<file path="src/rtl/traffic_ctrl_param_if.sv">
`default_nettype none
// ============================================================================
// Module      : traffic_ctrl_param_if
// Description : Pedestrian request inputs plus lamp and walk outputs of the
//               intersection controller.
// Revision    : 1.0
// ============================================================================
interface traffic_ctrl_param_if;
    logic ped_NS;
    logic ped_EW;
    logic ns_red;
    logic ns_yellow;
    logic ns_green;
    logic ew_red;
    logic ew_yellow;
    logic ew_green;
    logic walk_NS;
    logic walk_EW;
    logic ped_wait;

    modport master (
        output ped_NS, ped_EW,
        input  ns_red, ns_yellow, ns_green,
        input  ew_red, ew_yellow, ew_green,
        input  walk_NS, walk_EW, ped_wait
    );

    modport slave (
        input  ped_NS, ped_EW,
        output ns_red, ns_yellow, ns_green,
        output ew_red, ew_yellow, ew_green,
        output walk_NS, walk_EW, ped_wait
    );
endinterface
`default_nettype wire

</file>
<file path="src/rtl/traffic_ctrl_param.sv">
`default_nettype none
// ============================================================================
// Module      : traffic_ctrl_param
// Description : Two-way intersection controller with pedestrian walk latches
//               and early green termination on an opposing request.
// Revision    : 1.0
// ============================================================================
module traffic_ctrl_param #(
    parameter int MIN_GREEN   = 10,
    parameter int MAX_GREEN   = 40,
    parameter int YELLOW_TIME = 4,
    parameter int ALLRED_TIME = 2,
    parameter int WALK_TIME   = 6,
    parameter int CNT_W       = 8
) (
    input  wire logic             clk,
    input  wire logic             rst,
    traffic_ctrl_param_if.slave   bus
);

    typedef enum logic [2:0] {
        S_NS_GREEN  = 3'd0,
        S_NS_YELLOW = 3'd1,
        S_RED1      = 3'd2,
        S_EW_GREEN  = 3'd3,
        S_EW_YELLOW = 3'd4,
        S_RED2      = 3'd5
    } state_t;

    localparam logic [CNT_W-1:0] C_MIN_LAST  = CNT_W'(MIN_GREEN - 1);
    localparam logic [CNT_W-1:0] C_MAX_LAST  = CNT_W'(MAX_GREEN - 1);
    localparam logic [CNT_W-1:0] C_MAX       = CNT_W'(MAX_GREEN);
    localparam logic [CNT_W-1:0] C_YEL_LAST  = CNT_W'(YELLOW_TIME - 1);
    localparam logic [CNT_W-1:0] C_AR_LAST   = CNT_W'(ALLRED_TIME - 1);
    localparam logic [CNT_W-1:0] C_WALK_LAST = CNT_W'(WALK_TIME - 1);

    // Lamp vector order: {ns_red, ns_yellow, ns_green, ew_red, ew_yellow, ew_green}
    localparam logic [5:0] C_LAMP_NSG = 6'b001_100;
    localparam logic [5:0] C_LAMP_NSY = 6'b010_100;
    localparam logic [5:0] C_LAMP_RED = 6'b100_100;
    localparam logic [5:0] C_LAMP_EWG = 6'b100_001;
    localparam logic [5:0] C_LAMP_EWY = 6'b100_010;

    state_t             state_q, state_d;
    logic [CNT_W-1:0]   timer_q, timer_d;
    logic               req_ns_q, req_ns_d;
    logic               req_ew_q, req_ew_d;
    logic               walk_ns_q, walk_ns_d;
    logic               walk_ew_q, walk_ew_d;
    logic               ped_wait_q, ped_wait_d;
    logic [5:0]         lamps_q, lamps_d;

    logic               w_enter;
    logic               w_enter_ns;
    logic               w_enter_ew;
    logic               w_want_ns;
    logic               w_want_ew;

    always_comb begin
        state_d    = state_q;
        timer_d    = timer_q;
        lamps_d    = C_LAMP_NSG;
        w_want_ns  = req_ns_q | bus.ped_NS;
        w_want_ew  = req_ew_q | bus.ped_EW;

        // The raw request counts as "observed" in the same cycle, so a
        // pulse late in green ends it at the end of that very cycle.
        case (state_q)
            S_NS_GREEN:  if (timer_q == C_MAX_LAST || (w_want_ew && timer_q >= C_MIN_LAST))
                             state_d = S_NS_YELLOW;
            S_NS_YELLOW: if (timer_q == C_YEL_LAST) state_d = S_RED1;
            S_RED1:      if (timer_q == C_AR_LAST)  state_d = S_EW_GREEN;
            S_EW_GREEN:  if (timer_q == C_MAX_LAST || (w_want_ns && timer_q >= C_MIN_LAST))
                             state_d = S_EW_YELLOW;
            S_EW_YELLOW: if (timer_q == C_YEL_LAST) state_d = S_RED2;
            S_RED2:      if (timer_q == C_AR_LAST)  state_d = S_NS_GREEN;
            default:     state_d = S_NS_GREEN;
        endcase

        w_enter    = (state_d != state_q);
        w_enter_ns = w_enter && (state_d == S_NS_GREEN);
        w_enter_ew = w_enter && (state_d == S_EW_GREEN);

        if (w_enter)
            timer_d = '0;
        else if (timer_q != C_MAX)
            timer_d = timer_q + 1'b1;

        // Clearing on green entry beats a simultaneous set; a held button
        // re-latches on the following edge and waits for the next green.
        req_ns_d   = w_enter_ns ? 1'b0 : w_want_ns;
        req_ew_d   = w_enter_ew ? 1'b0 : w_want_ew;
        ped_wait_d = req_ns_d | req_ew_d;

        walk_ns_d  = w_enter_ns ? w_want_ns
                   : (walk_ns_q && state_d == S_NS_GREEN && timer_q < C_WALK_LAST);
        walk_ew_d  = w_enter_ew ? w_want_ew
                   : (walk_ew_q && state_d == S_EW_GREEN && timer_q < C_WALK_LAST);

        case (state_d)
            S_NS_GREEN:  lamps_d = C_LAMP_NSG;
            S_NS_YELLOW: lamps_d = C_LAMP_NSY;
            S_EW_GREEN:  lamps_d = C_LAMP_EWG;
            S_EW_YELLOW: lamps_d = C_LAMP_EWY;
            default:     lamps_d = C_LAMP_RED;
        endcase
    end

    always_ff @(posedge clk) begin
        if (rst) begin
            state_q    <= S_NS_GREEN;
            timer_q    <= '0;
            req_ns_q   <= 1'b0;
            req_ew_q   <= 1'b0;
            walk_ns_q  <= 1'b0;
            walk_ew_q  <= 1'b0;
            ped_wait_q <= 1'b0;
            lamps_q    <= C_LAMP_NSG;
        end else begin
            state_q    <= state_d;
            timer_q    <= timer_d;
            req_ns_q   <= req_ns_d;
            req_ew_q   <= req_ew_d;
            walk_ns_q  <= walk_ns_d;
            walk_ew_q  <= walk_ew_d;
            ped_wait_q <= ped_wait_d;
            lamps_q    <= lamps_d;
        end
    end

    assign bus.ns_red    = lamps_q[5];
    assign bus.ns_yellow = lamps_q[4];
    assign bus.ns_green  = lamps_q[3];
    assign bus.ew_red    = lamps_q[2];
    assign bus.ew_yellow = lamps_q[1];
    assign bus.ew_green  = lamps_q[0];
    assign bus.walk_NS   = walk_ns_q;
    assign bus.walk_EW   = walk_ew_q;
    assign bus.ped_wait  = ped_wait_q;

endmodule
`default_nettype wire

</file>
<file path="src/flat_wrapper.sv">
// flat-port wrapper written by rule: the top's interface ports become plain ports
module traffic_ctrl_param_flat 
#(
    parameter int MIN_GREEN   = 10,
    parameter int MAX_GREEN   = 40,
    parameter int YELLOW_TIME = 4,
    parameter int ALLRED_TIME = 2,
    parameter int WALK_TIME   = 6,
    parameter int CNT_W       = 8
)
  (clk, rst, bus_ped_NS, bus_ped_EW, bus_ns_red, bus_ns_yellow, bus_ns_green, bus_ew_red, bus_ew_yellow, bus_ew_green, bus_walk_NS, bus_walk_EW, bus_ped_wait);
  traffic_ctrl_param_if bus_i ();
  input  wire logic clk;
  input  wire logic rst;
  input wire logic [$bits(bus_i.ped_NS)-1:0] bus_ped_NS;
  input wire logic [$bits(bus_i.ped_EW)-1:0] bus_ped_EW;
  output wire logic [$bits(bus_i.ns_red)-1:0] bus_ns_red;
  output wire logic [$bits(bus_i.ns_yellow)-1:0] bus_ns_yellow;
  output wire logic [$bits(bus_i.ns_green)-1:0] bus_ns_green;
  output wire logic [$bits(bus_i.ew_red)-1:0] bus_ew_red;
  output wire logic [$bits(bus_i.ew_yellow)-1:0] bus_ew_yellow;
  output wire logic [$bits(bus_i.ew_green)-1:0] bus_ew_green;
  output wire logic [$bits(bus_i.walk_NS)-1:0] bus_walk_NS;
  output wire logic [$bits(bus_i.walk_EW)-1:0] bus_walk_EW;
  output wire logic [$bits(bus_i.ped_wait)-1:0] bus_ped_wait;
  assign bus_i.ped_NS = bus_ped_NS;
  assign bus_i.ped_EW = bus_ped_EW;
  assign bus_ns_red = bus_i.ns_red;
  assign bus_ns_yellow = bus_i.ns_yellow;
  assign bus_ns_green = bus_i.ns_green;
  assign bus_ew_red = bus_i.ew_red;
  assign bus_ew_yellow = bus_i.ew_yellow;
  assign bus_ew_green = bus_i.ew_green;
  assign bus_walk_NS = bus_i.walk_NS;
  assign bus_walk_EW = bus_i.walk_EW;
  assign bus_ped_wait = bus_i.ped_wait;
  traffic_ctrl_param #(.MIN_GREEN(MIN_GREEN), .MAX_GREEN(MAX_GREEN), .YELLOW_TIME(YELLOW_TIME), .ALLRED_TIME(ALLRED_TIME), .WALK_TIME(WALK_TIME), .CNT_W(CNT_W)) u_core (.clk(clk), .rst(rst), .bus(bus_i));
endmodule
</file>
<file path="config.mk">
export PLATFORM = sky130hd
export DESIGN_NAME = traffic_ctrl_param_flat
export DESIGN_NICKNAME = d
export VERILOG_FILES = /design/src/rtl/traffic_ctrl_param_if.sv /design/src/rtl/traffic_ctrl_param.sv /design/src/flat_wrapper.sv
export SDC_FILE = /design/constraint.sdc
export NUM_CORES = 1
export LEC_CHECK = 0
export CORE_MARGIN = 2
export CORE_UTILIZATION = 46
export DETAILED_ROUTE_END_ITERATION = 8
export PLACE_DENSITY = 0.68
export SYNTH_ARGS = -nofsm -noshare
export SYNTH_HDL_FRONTEND = slang
export SYNTH_SLANG_ARGS = --single-unit
</file>
<file path="constraint.sdc">
create_clock -name clk -period 2.32 [get_ports clk]
set_clock_uncertainty 0.15 [all_clocks]
set_input_delay 0.464 -clock clk [delete_from_list [all_inputs] [get_ports clk]]
set_output_delay 0.464 -clock clk [all_outputs]
set_load 0.02 [all_outputs]
</file>
==> results.yml <==
sta:
  holdWs_ns: 0.4082
  worst_slew_pin_slew_ns: 0.4445
  max_freq_ghz: 0.4509
  slew_headroom_pct: 70.33
  maxSlewViolCount: 0
  setup_violations: 0
  hold_violations: 0
  period_needed_ns: 2.218
  final.period_utilization_pct: 95.60
  rsz0062_at_grt: "no"
placed_design:
  routabilityCongestion: 0.8683
  hpwl_um: 1689
  port_buffers: 12
global_routing:
  grt_max_degree: 13
  grt_overflow_total: 0
  grt_pass1_vias: 906
  grt_util_met2_pct: 27.50
  groute.usage.overall_pct: 19.35
  use_met1_pct: 28.06
  grt.met3_usage_pct: 4.571
  antenna_found_initial: 0
  grt_pass1_wl_um: 3967
  busiest_layer: "met1"
cells_and_area:
  utilization_pct: 67.25
  multiInputGateArea_um2: 650.6
  fillers: 178
  areaGrowthSynthToFinish_pct: 37.62
  ff_latch_area_um2: 455.4
  drive_gt1_share_pct: 30.92
  nets: 161
  diodes: 0
clocking:
  clk_pin_slew_ns: 0.12
  cts_hold_buf: 0
  cts-root-buf: "clkbuf_4"
  cts_made_buffers: 3
  h-tree-depth: 1
  clock_sinks: 22
  clk_latency_ns: 0.31
  cts_tree: "done"
  clockBufferDepth: 2
synthesis:
  synth_nets: 128
  yosysTopAreaCell: "dfxtp_1"
  synth_xor_area_share_pct: 5.671
  synth-warning-count: 0
  syn_inst: 120
  synthDistinctLibCells: 37
  async_reset_ff_share_pct: 0
  syn-cell-area_um2: 1081
  synth-main-ff-cell: "dfxtp_1"
  syn_area_per_cell_um2: 9.009
  synth_commonest_cells: "dfxtp_1, nor2_1, nand3_1, nor3_1, a31oi_1"
  yosysMostFrequentCell: "dfxtp_1"
  synthSimpleGateAreaFrac_pct: 28.94
  synth-edff-count: 0
  synth_top_family_by_area: "simple AND/OR/NAND/NOR gates"
  yosys-top-cells-area: "dfxtp_1, nor2_1, ha_1"
  synth_fa_ha_area_share_pct: 4.630
  synth.top_cell.area_share_pct: 40.74
  seq_area_frac_synth_pct: 40.74
  synthMuxAreaShare_pct: 3.704
  synth_compound_area_share_pct: 10.76
  synth_seq_cells: 22
min_path:
  hold_class: "flip-flop to flip-flop"
  whs_endpoint: "u_core.bus.walk_NS"
  whs_path_depth: 2
  hp-start: "u_core.bus.walk_NS"
outcome:
  status: "complete, no violations"
setup_path:
  path_delay_family: "simple AND/OR/NAND/NOR gates"
  required_ns: 2.43
  r2r_end: "u_core.bus.walk_EW"
  crit_top_cell: "mux2i_1"
  cp_slowest_cell: "dfxtp_1"
  crit_chain: "nor4_1 -> nand4_1 -> nor4b_4 -> o211ai_2 -> mux2i_1 -> buf_4 -> mux2i_1 -> and2_1"
  endpoint_kind: "flip-flop"
  worst_ep_arrival_time_ns: 2.33
  path_buf_inv: 1
  path_class: "flip-flop to flip-flop"
  crit_path_max_fanout: 5
  r2r_cells: 8
  cp_slowest_stage_delay_ns: 0.39
  r2r_start: "u_core.timer_q[3]"
  worst-path-stages: 8
  r2r_slack_ns: 0.10
  worstSetupStartpointType: "flip-flop"
die:
  dieHeight_um: 52.48
  die_width_um: 52.48
  ios: 13
  rows: 17
  coreArea_um2: 2212
  start_util_pct: 48.87
  die_area_um2: 2754
detailed_routing:
  drt_first_pass_iters: 4
  viasPerCell: 5.356
  wl_per_cell_um: 12.86
  vias: 964
  ant_nets: 0
  drc: 0
  drt-total-wl_um: 2315
  dr.first_iter.drc_count: 23
power_and_ir_drop:
  cellPowerDensity_nw_per_um2: 478.6
  leakage_uw: 0.0005831
  vdd_drop_max_mv: 0.4378
flow_run:
  timing.max_cap.violations: 0
## registers in the layout (all words and copies together) (netlist names)
name,flops
u_core.timer_q,8
u_core.lamps_q,6
u_core.state_q,3
u_core.bus.ped_wait,1
u_core.bus.walk_EW,1
u_core.bus.walk_NS,1
u_core.req_ew_q,1
u_core.req_ns_q,1
## cell families after synthesis
group           after synthesis
mux                           4
compound gates               17
xor+xnor                      7
buf+inv                      11
simple gates                 55
fa+ha+maj                     4
flops                        22
## worst reg2reg max path, stage by stage, from the launching register on
cell and delay, ns:
dfxtp_1 0.39, nor4_1 0.39, nand4_1 0.21, nor4b_4 0.18
o211ai_2 0.19, mux2i_1 0.25, buf_4 0.14, mux2i_1 0.17
and2_1 0.13
## what timing repair did
action | in CTS | in global routing
setup endpoints to repair | 9 | 11
pin swaps | 0 | 5
resized for setup | 2 | 23
setup buffers | 0 | 1
## stage by stage
| stage | cells | setup TNS (ns) | cell area [um2] | total power, uW | setup WS [ns] |
|---|---|---|---|---|---|
| CTS | 179 | 0 | 1406 | 695.5 | 0.05268 |
| global route | 180 | 0 | 1488 | 739.0 | 0.005261 |
| floorplan | 120 | 0 | 1087 | 447.6 | 0.03667 |
| finish | 180 | 0 | 1488 | 712.1 | 0.1021 |
| detailed placement | 175 | -0.8998 | 1363 | 486.0 | -0.1407 |
| global placement | 175 | -0.9069 | 1363 | 485.7 | -0.1450 |
## cell type report
type                       instances  area share [%]
timing repair buffer              35           19.68
tap                               28           2.355
multi-input combinational         87           43.73
clock buffer                       4           2.439
sequential                        22           30.61
inverter                           4           1.177
## where the power goes
group / internal [uW] / switching [uW] / total [uW]
Clock: 95.8 / 116 / 212
Combinational: 55.9 / 48.3 / 104
Sequential: 386 / 9.44 / 396
## cells in the final DEF, fill, tap and decap left out, types with 4 or more instances in the layout
master / instances
a31oi_1: 5
buf_4: 23
clkdlybuf4s50_1: 12
dfxtp_1: 16
mux2i_1: 4
nand3_1: 6
nor2_1: 17
nor3_1: 6
xnor2_1: 4
## per-layer routing
layer  wire length [um]  up-vias
met1               1128      450
met4                 16        0
li1                   -      487
met3                129        2
met2               1041       25
met5                  0        -
## worst max-delay path by stage
stage	from	to	slack [ns]
after global placement	bus_ped_EW	u_core.timer_q[2]	-0.15
after CTS	u_core.timer_q[1]	u_core.bus.walk_EW	0.05
after floorplan	u_core.timer_q[1]	u_core.timer_q[2]	0.04
final	u_core.timer_q[3]	u_core.bus.walk_EW	0.10
after global routing	u_core.timer_q[1]	u_core.bus.walk_EW	0.005
after detailed placement	bus_ped_EW	u_core.timer_q[2]	-0.14
Power figures use the tool's default switching activity.
